--- src/rtl/hazard_stall_controller_pkg.sv ---
// Shared hazard definitions: pipeline sequencer states and register constants.
// Also imported by the EX-stage forwarding unit.
package hazard_pkg;

  typedef enum logic [1:0] {
    RUN      = 2'd0,
    MEM_WAIT = 2'd1,
    FAULT    = 2'd2
  } state_t;

  localparam logic [4:0] REG_ZERO = 5'd0;

  function automatic logic load_use_hit(
    input logic       mem_read,
    input logic [4:0] ex_rt,
    input logic [4:0] id_rs,
    input logic [4:0] id_rt
  );
    return mem_read && (ex_rt != REG_ZERO) &&
           ((ex_rt == id_rs) || (ex_rt == id_rt));
  endfunction

endpackage

--- src/rtl/hazard_stall_controller_if.sv ---
// Hazard sequencer bundle: pipeline status in, stall/flush controls out.
// master drives pipeline status; slave is the sequencer.
interface hazard_stall_controller_if #(
  parameter int CNT_W = 16
);
  logic             ID_EX_mem_read_out;
  logic [4:0]       ID_EX_rt_out;
  logic [4:0]       IF_ID_rs_out;
  logic [4:0]       IF_ID_rt_out;
  logic             branch_taken;
  logic             EX_MEM_mem_access;
  logic             mem_ready;
  logic             pc_write;
  logic             IF_ID_write;
  logic             IF_ID_flush;
  logic             ID_EX_flush;
  logic             pipe_hold;
  logic             mem_req;
  logic             mem_error;
  logic [CNT_W-1:0] stall_cycles;

  modport master (
    output ID_EX_mem_read_out, ID_EX_rt_out,
    output IF_ID_rs_out, IF_ID_rt_out,
    output branch_taken, EX_MEM_mem_access,
    output mem_ready,
    input  pc_write, IF_ID_write, IF_ID_flush,
    input  ID_EX_flush, pipe_hold, mem_req,
    input  mem_error, stall_cycles
  );

  modport slave (
    input  ID_EX_mem_read_out, ID_EX_rt_out,
    input  IF_ID_rs_out, IF_ID_rt_out,
    input  branch_taken, EX_MEM_mem_access,
    input  mem_ready,
    output pc_write, IF_ID_write, IF_ID_flush,
    output ID_EX_flush, pipe_hold, mem_req,
    output mem_error, stall_cycles
  );
endinterface

--- src/rtl/hazard_stall_controller_sat_counter.sv ---
// Saturating up-counter with synchronous active-high reset.
// Holds at all-ones instead of wrapping.
module sat_counter #(
  parameter int W = 16
) (
  input  logic         clk,
  input  logic         rst,
  input  logic         en,
  output logic [W-1:0] q
);

  always_ff @(posedge clk) begin
    if (rst)
      q <= '0;
    else if (en && (q != '1))
      q <= q + 1'b1;
  end

endmodule

--- src/rtl/hazard_stall_controller.sv ---
// Pipeline sequencer: load-use bubbles, taken-branch IF flush and
// data-memory wait with timeout fault; counts cycles with the PC frozen.
module hazard_stall_controller
  import hazard_pkg::*;
#(
  parameter int MEM_TIMEOUT = 16,
  parameter int CNT_W       = 16
) (
  input logic                    clk,
  input logic                    rst,
  hazard_stall_controller_if.slave bus
);

  localparam int WW = (MEM_TIMEOUT < 2) ? 2 :
                      $clog2(MEM_TIMEOUT + 2);
  localparam logic [WW-1:0] TO = WW'(MEM_TIMEOUT);

  state_t        state, state_nx;
  logic [WW-1:0] wait_cnt, wait_nx;

  logic pc_write, if_id_write, if_id_flush;
  logic id_ex_flush, pipe_hold, mem_req, mem_error;
  logic mem_stall, load_use;
  logic [CNT_W-1:0] stall_q;

  assign mem_stall = bus.EX_MEM_mem_access & ~bus.mem_ready;
  assign load_use  = load_use_hit(bus.ID_EX_mem_read_out,
                                  bus.ID_EX_rt_out,
                                  bus.IF_ID_rs_out,
                                  bus.IF_ID_rt_out);

  always_ff @(posedge clk) begin
    if (rst) begin
      state    <= RUN;
      wait_cnt <= '0;
    end else begin
      state    <= state_nx;
      wait_cnt <= wait_nx;
    end
  end

  always_comb begin
    pc_write    = 1'b1;
    if_id_write = 1'b1;
    if_id_flush = 1'b0;
    id_ex_flush = 1'b0;
    pipe_hold   = 1'b0;
    mem_req     = 1'b0;
    mem_error   = 1'b0;
    state_nx    = state;
    wait_nx     = wait_cnt;
    if (!rst) begin
      unique case (state)
        RUN: begin
          mem_req = bus.EX_MEM_mem_access;
          if (mem_stall) begin
            pc_write    = 1'b0;
            if_id_write = 1'b0;
            pipe_hold   = 1'b1;
            state_nx    = MEM_WAIT;
            wait_nx     = WW'(1);
          end else if (load_use) begin
            pc_write    = 1'b0;
            if_id_write = 1'b0;
            id_ex_flush = 1'b1;
          end else if (bus.branch_taken) begin
            if_id_flush = 1'b1;
          end
        end
        MEM_WAIT: begin
          mem_req = bus.EX_MEM_mem_access;
          if (bus.mem_ready) begin
            // release cycle behaves like a normal RUN cycle
            state_nx = RUN;
            wait_nx  = '0;
            if (load_use) begin
              pc_write    = 1'b0;
              if_id_write = 1'b0;
              id_ex_flush = 1'b1;
            end else if (bus.branch_taken) begin
              if_id_flush = 1'b1;
            end
          end else begin
            pc_write    = 1'b0;
            if_id_write = 1'b0;
            pipe_hold   = 1'b1;
            wait_nx     = wait_cnt + 1'b1;
            if (wait_cnt == TO)
              state_nx = FAULT;
          end
        end
        FAULT: begin
          pc_write    = 1'b0;
          if_id_write = 1'b0;
          pipe_hold   = 1'b1;
          mem_error   = 1'b1;
        end
        default: state_nx = RUN;
      endcase
    end
  end

  sat_counter #(.W(CNT_W)) u_stall_cnt (
    .clk (clk),
    .rst (rst),
    .en  (~pc_write),
    .q   (stall_q)
  );

  assign bus.pc_write     = pc_write;
  assign bus.IF_ID_write  = if_id_write;
  assign bus.IF_ID_flush  = if_id_flush;
  assign bus.ID_EX_flush  = id_ex_flush;
  assign bus.pipe_hold    = pipe_hold;
  assign bus.mem_req      = mem_req;
  assign bus.mem_error    = mem_error;
  assign bus.stall_cycles = stall_q;

endmodule

--- src/flat_wrapper.sv ---
// flat-port wrapper written by rule: the top's interface ports become plain ports
module hazard_stall_controller_flat import hazard_pkg::*;
#(
  parameter int MEM_TIMEOUT = 16,
  parameter int CNT_W       = 16
)
  (clk, rst, bus_ID_EX_mem_read_out, bus_ID_EX_rt_out, bus_IF_ID_rs_out, bus_IF_ID_rt_out, bus_branch_taken, bus_EX_MEM_mem_access, bus_mem_ready, bus_pc_write, bus_IF_ID_write, bus_IF_ID_flush, bus_ID_EX_flush, bus_pipe_hold, bus_mem_req, bus_mem_error, bus_stall_cycles);
  hazard_stall_controller_if #(.CNT_W(CNT_W)) bus_i ();
  input logic clk;
  input logic rst;
  input wire logic [$bits(bus_i.ID_EX_mem_read_out)-1:0] bus_ID_EX_mem_read_out;
  input wire logic [$bits(bus_i.ID_EX_rt_out)-1:0] bus_ID_EX_rt_out;
  input wire logic [$bits(bus_i.IF_ID_rs_out)-1:0] bus_IF_ID_rs_out;
  input wire logic [$bits(bus_i.IF_ID_rt_out)-1:0] bus_IF_ID_rt_out;
  input wire logic [$bits(bus_i.branch_taken)-1:0] bus_branch_taken;
  input wire logic [$bits(bus_i.EX_MEM_mem_access)-1:0] bus_EX_MEM_mem_access;
  input wire logic [$bits(bus_i.mem_ready)-1:0] bus_mem_ready;
  output wire logic [$bits(bus_i.pc_write)-1:0] bus_pc_write;
  output wire logic [$bits(bus_i.IF_ID_write)-1:0] bus_IF_ID_write;
  output wire logic [$bits(bus_i.IF_ID_flush)-1:0] bus_IF_ID_flush;
  output wire logic [$bits(bus_i.ID_EX_flush)-1:0] bus_ID_EX_flush;
  output wire logic [$bits(bus_i.pipe_hold)-1:0] bus_pipe_hold;
  output wire logic [$bits(bus_i.mem_req)-1:0] bus_mem_req;
  output wire logic [$bits(bus_i.mem_error)-1:0] bus_mem_error;
  output wire logic [$bits(bus_i.stall_cycles)-1:0] bus_stall_cycles;
  assign bus_i.ID_EX_mem_read_out = bus_ID_EX_mem_read_out;
  assign bus_i.ID_EX_rt_out = bus_ID_EX_rt_out;
  assign bus_i.IF_ID_rs_out = bus_IF_ID_rs_out;
  assign bus_i.IF_ID_rt_out = bus_IF_ID_rt_out;
  assign bus_i.branch_taken = bus_branch_taken;
  assign bus_i.EX_MEM_mem_access = bus_EX_MEM_mem_access;
  assign bus_i.mem_ready = bus_mem_ready;
  assign bus_pc_write = bus_i.pc_write;
  assign bus_IF_ID_write = bus_i.IF_ID_write;
  assign bus_IF_ID_flush = bus_i.IF_ID_flush;
  assign bus_ID_EX_flush = bus_i.ID_EX_flush;
  assign bus_pipe_hold = bus_i.pipe_hold;
  assign bus_mem_req = bus_i.mem_req;
  assign bus_mem_error = bus_i.mem_error;
  assign bus_stall_cycles = bus_i.stall_cycles;
  hazard_stall_controller #(.MEM_TIMEOUT(MEM_TIMEOUT), .CNT_W(CNT_W)) u_core (.clk(clk), .rst(rst), .bus(bus_i));
endmodule
--- config.mk ---
export PLATFORM = sky130hd
export DESIGN_NAME = hazard_stall_controller_flat
export DESIGN_NICKNAME = d
export VERILOG_FILES = /design/src/rtl/hazard_stall_controller_pkg.sv /design/src/rtl/hazard_stall_controller_if.sv /design/src/rtl/hazard_stall_controller_sat_counter.sv /design/src/rtl/hazard_stall_controller.sv /design/src/flat_wrapper.sv
export SDC_FILE = /design/constraint.sdc
export NUM_CORES = 1
export LEC_CHECK = 0
export ABC_CLOCK_PERIOD_IN_PS = 2200
export BUFFER_PORTS_ARGS = -buffer_cell sky130_fd_sc_hd__buf_2
export CAP_MARGIN = 30
export CORE_ASPECT_RATIO = 0.5
export CORE_MARGIN = 1
export CORE_UTILIZATION = 45
export CTS_BUF_LIST = sky130_fd_sc_hd__clkbuf_16
export CTS_CLUSTER_SIZE = 24
export DETAILED_ROUTE_END_ITERATION = 6
export PLACE_DENSITY = 0.75
export SYNTH_ARGS = -nofsm -noshare
export SYNTH_HDL_FRONTEND = slang
export SYNTH_HIERARCHICAL = 1
export SYNTH_SLANG_ARGS = --single-unit
--- constraint.sdc ---
create_clock -name clk -period 2.2 [get_ports clk]
set_clock_uncertainty 0.2 [all_clocks]
set_input_delay 0.11 -clock clk [delete_from_list [all_inputs] [get_ports clk]]
set_output_delay 0.11 -clock clk [all_outputs]
set_load 0.005 [all_outputs]
==> results.yml <==
status:
  outcome: "complete, no violations"
placement:
  pre_cts_slack_ns: -0.007598
  place_congestion: 0.7811
  dp_hpwl_mm: 2.596
  port_buffers: 43
  dpl_cell_area_um2: 1743
global_route:
  grt_max_degree: 26
  grt_pass1_wl_mm: 5.230
  track_usage_pct: 21.59
  overflow: 0
  grt_antenna_before_repair: 0
  grt_pass1_vias: 1164
clock_network:
  cts_hold_buf: 0
  path_clk_slew_ns: 0.06
  cts_max_level: 1
  cts_sinks: 23
  cts_made_buffers: 3
  insertion_delay_ns: 0.26
  cts_tree: "yes"
  clockBufferDepth: 2
  clockRootBuffer: "clkbuf_16"
floorplanning:
  die_area_um2: 3343
  rows: 13
  dieHeight_um: 41.39
  die-width_um: 80.78
  ioPinCount: 44
  initial_core_util_pct: 50.50
  core-area_um2: 2765
power_and_ir_drop:
  p_leak_nw: 0.7487
  power_uw: 934.0
  peakVddDrop_v: 0.0002707
  power_density_nw_per_um2: 500.3
sta:
  setup_violations: 0
  tightest_slew_ns: 0.5492
  fin_ws_ns: 0.07232
  relSlewSlack_pct: 62.91
  rsz0062_at_grt: "yes"
  min_period_over_period_pct: 96.71
  fmaxAchievable_mhz: 470.0
  hold_violations: 0
  slew_violations: 0
  fin_crit_ns: 2.128
drt:
  firstDrtPassIters: 4
  vias: 1438
  vias_per_cell: 5.510
  post_drt_wl_per_cell_um: 13.17
  routed_wl_mm: 3.438
  route.detailed.drc: 0
  ant_nets: 0
  drt_iter0_markers: 42
worst_setup_path:
  worst_setup_path_start_kind: "flip-flop"
  cp_num_buf_inv: 2
  cp.required_ns: 2.19
  path_cells: "o21bai_1 -> or2_4 -> a21oi_2 -> a31o_1 -> buf_4 -> inv_1 -> or4_1 -> a21oi_1"
  critPathMaxFanout: 5
  slowest_stage: "or4_1"
  cp.arrival_ns: 2.12
  worstSetupEndpointType: "flip-flop"
  criticalPathCategory: "flip-flop to flip-flop"
  crit_family: "simple AND/OR/NAND/NOR gates"
  cp_slowest_stage_delay_ns: 0.50
finish:
  seqCellArea_um2: 461.7
  drive_gt1_share_pct: 34.82
  syn_to_final_growth_pct: 33.69
  design_area_um2: 1867
  num-nets-final: 249
  fill_cells: 243
  multi_input_area_um2: 913.4
  diodes: 0
logic_synthesis:
  synth.most_common_cell: "dfxtp_1"
  synth-main-ff-cell: "dfxtp_1"
  synth_top_area_share_pct: 32.97
  synthCells: 167
  syn_area_um2: 1396
  synth_common_cells: "23 x dfxtp_1, 17 x a21oi_1, 12 x xnor2_1, 11 x nand3_1, 10 x nand2_1"
  yosys.cell_types.count: 46
  synth_area_leaders: "dfxtp_1 33%, xnor2_1 7.5%, a21oi_1 6.1%"
  synth_fp_nets: 191
  seq_area_frac_synth_pct: 32.97
  synth.avg_cell_area_um2: 8.361
  synth_edf_count: 0
  ys_seq_elements: 23
  yosys_warnings: 6
  synthArstFlopShare_pct: 0
  synth_top_area_cell: "dfxtp_1"
run:
  cap_violations: 0
min_path:
  min_path_type: "input port to flip-flop"
kinds of logic after synthesis:
group,count (synthesis),share of synthesized area [%]
compound gates,44,20.07
flops,23,32.97
xor+xnor,12,7.527
mux,2,1.523
simple gates,71,31.54
fa+ha+maj,3,2.688
buf+inv,12,3.673
report_power, final:
part | total, mW | switching, mW | internal, mW | leakage (nW)
logic | 0.110 | 0.0528 | 0.0574 | 0.522
registers | 0.425 | 0.00434 | 0.421 | 0.186
clock network | 0.399 | 0.154 | 0.245 | 0.0409
total | 0.934 | 0.211 | 0.723 | 0.749
tightest hold or removal path, stage by stage:
cell     delay (ns)
buf_2          0.09
buf_4          0.10
nor3b_2        0.07
nand2_1        0.06
a21oi_1        0.06
per-stage QoR:
step | hold WS [ns] | std cells | util (%) | setup TNS (ns)
floorplan | 0.1062 | 167 | - | 0
global placement | 0.2619 | 255 | 63.03 | 0
detailed placement | 0.2700 | 255 | 63.03 | -0.007598
CTS | 0.08140 | 259 | 65.93 | -0.0006206
global route | 0.1109 | 261 | 67.51 | -0.02230
finish | 0.07965 | 261 | 67.51 | 0
placed cells by master (no fill, tap or decap), types with 3 or more instances in the layout:
| cell | count |
|---|---|
| o31ai_1 | 6 |
| dfxtp_1 | 22 |
| a21oi_1 | 14 |
| clkbuf_16 | 3 |
| o21ai_0 | 5 |
| or3_1 | 3 |
| a211oi_1 | 3 |
| nor2_1 | 9 |
| and4_1 | 3 |
| ha_1 | 3 |
| or4_1 | 7 |
| nand4_1 | 3 |
| nand2_1 | 9 |
| nor3_1 | 5 |
| buf_2 | 43 |
| inv_1 | 5 |
| xnor2_1 | 12 |
| a21oi_2 | 3 |
| nor2b_1 | 4 |
| buf_4 | 16 |
| nand3_1 | 11 |
timing repair:
item                       in CTS  in global routing
gates resized for setup         0                  9
pin swaps                       0                  2
setup buffers                   0                  2
setup endpoints to repair       1                 14
final timing paths:
path / startpoint / to / slack, ns / cells past startpoint
worst max register to register: u_core/state[0] / u_core/u_stall_cnt/q[3] / 0.07 / 8
worst max-delay path: u_core/state[0] / u_core/u_stall_cnt/q[3] / 0.07 / 8
worst min register to register: u_core/wait_cnt[4] / u_core/wait_cnt[4] / 0.28 / 1
worst min-delay path: bus_mem_ready / u_core/state[1] / 0.08 / 5
layout make-up:
cell class              count  area share, %
multi-input cells         132          48.93
flip-flops and latches     23          24.73
repair buffers             60          18.57
clock buffers               3          4.021
well taps                  37          2.480
inverters                   5          1.005
clock inverters             1         0.2681
sequential cells by signal, indices dropped and copies added (netlist names):
signal                cells
u_core/u_stall_cnt/q     16
u_core/wait_cnt           5
u_core/state              2
routing by layer:
layer	global-route usage (%)	up-vias	wire, µm
li1	-	744	-
met1	26.29	665	1607
met2	39.41	24	1663
met3	4.565	5	115
met4	8.482	0	51
met5	0	-	0
(Power assumes the default switching activity.)
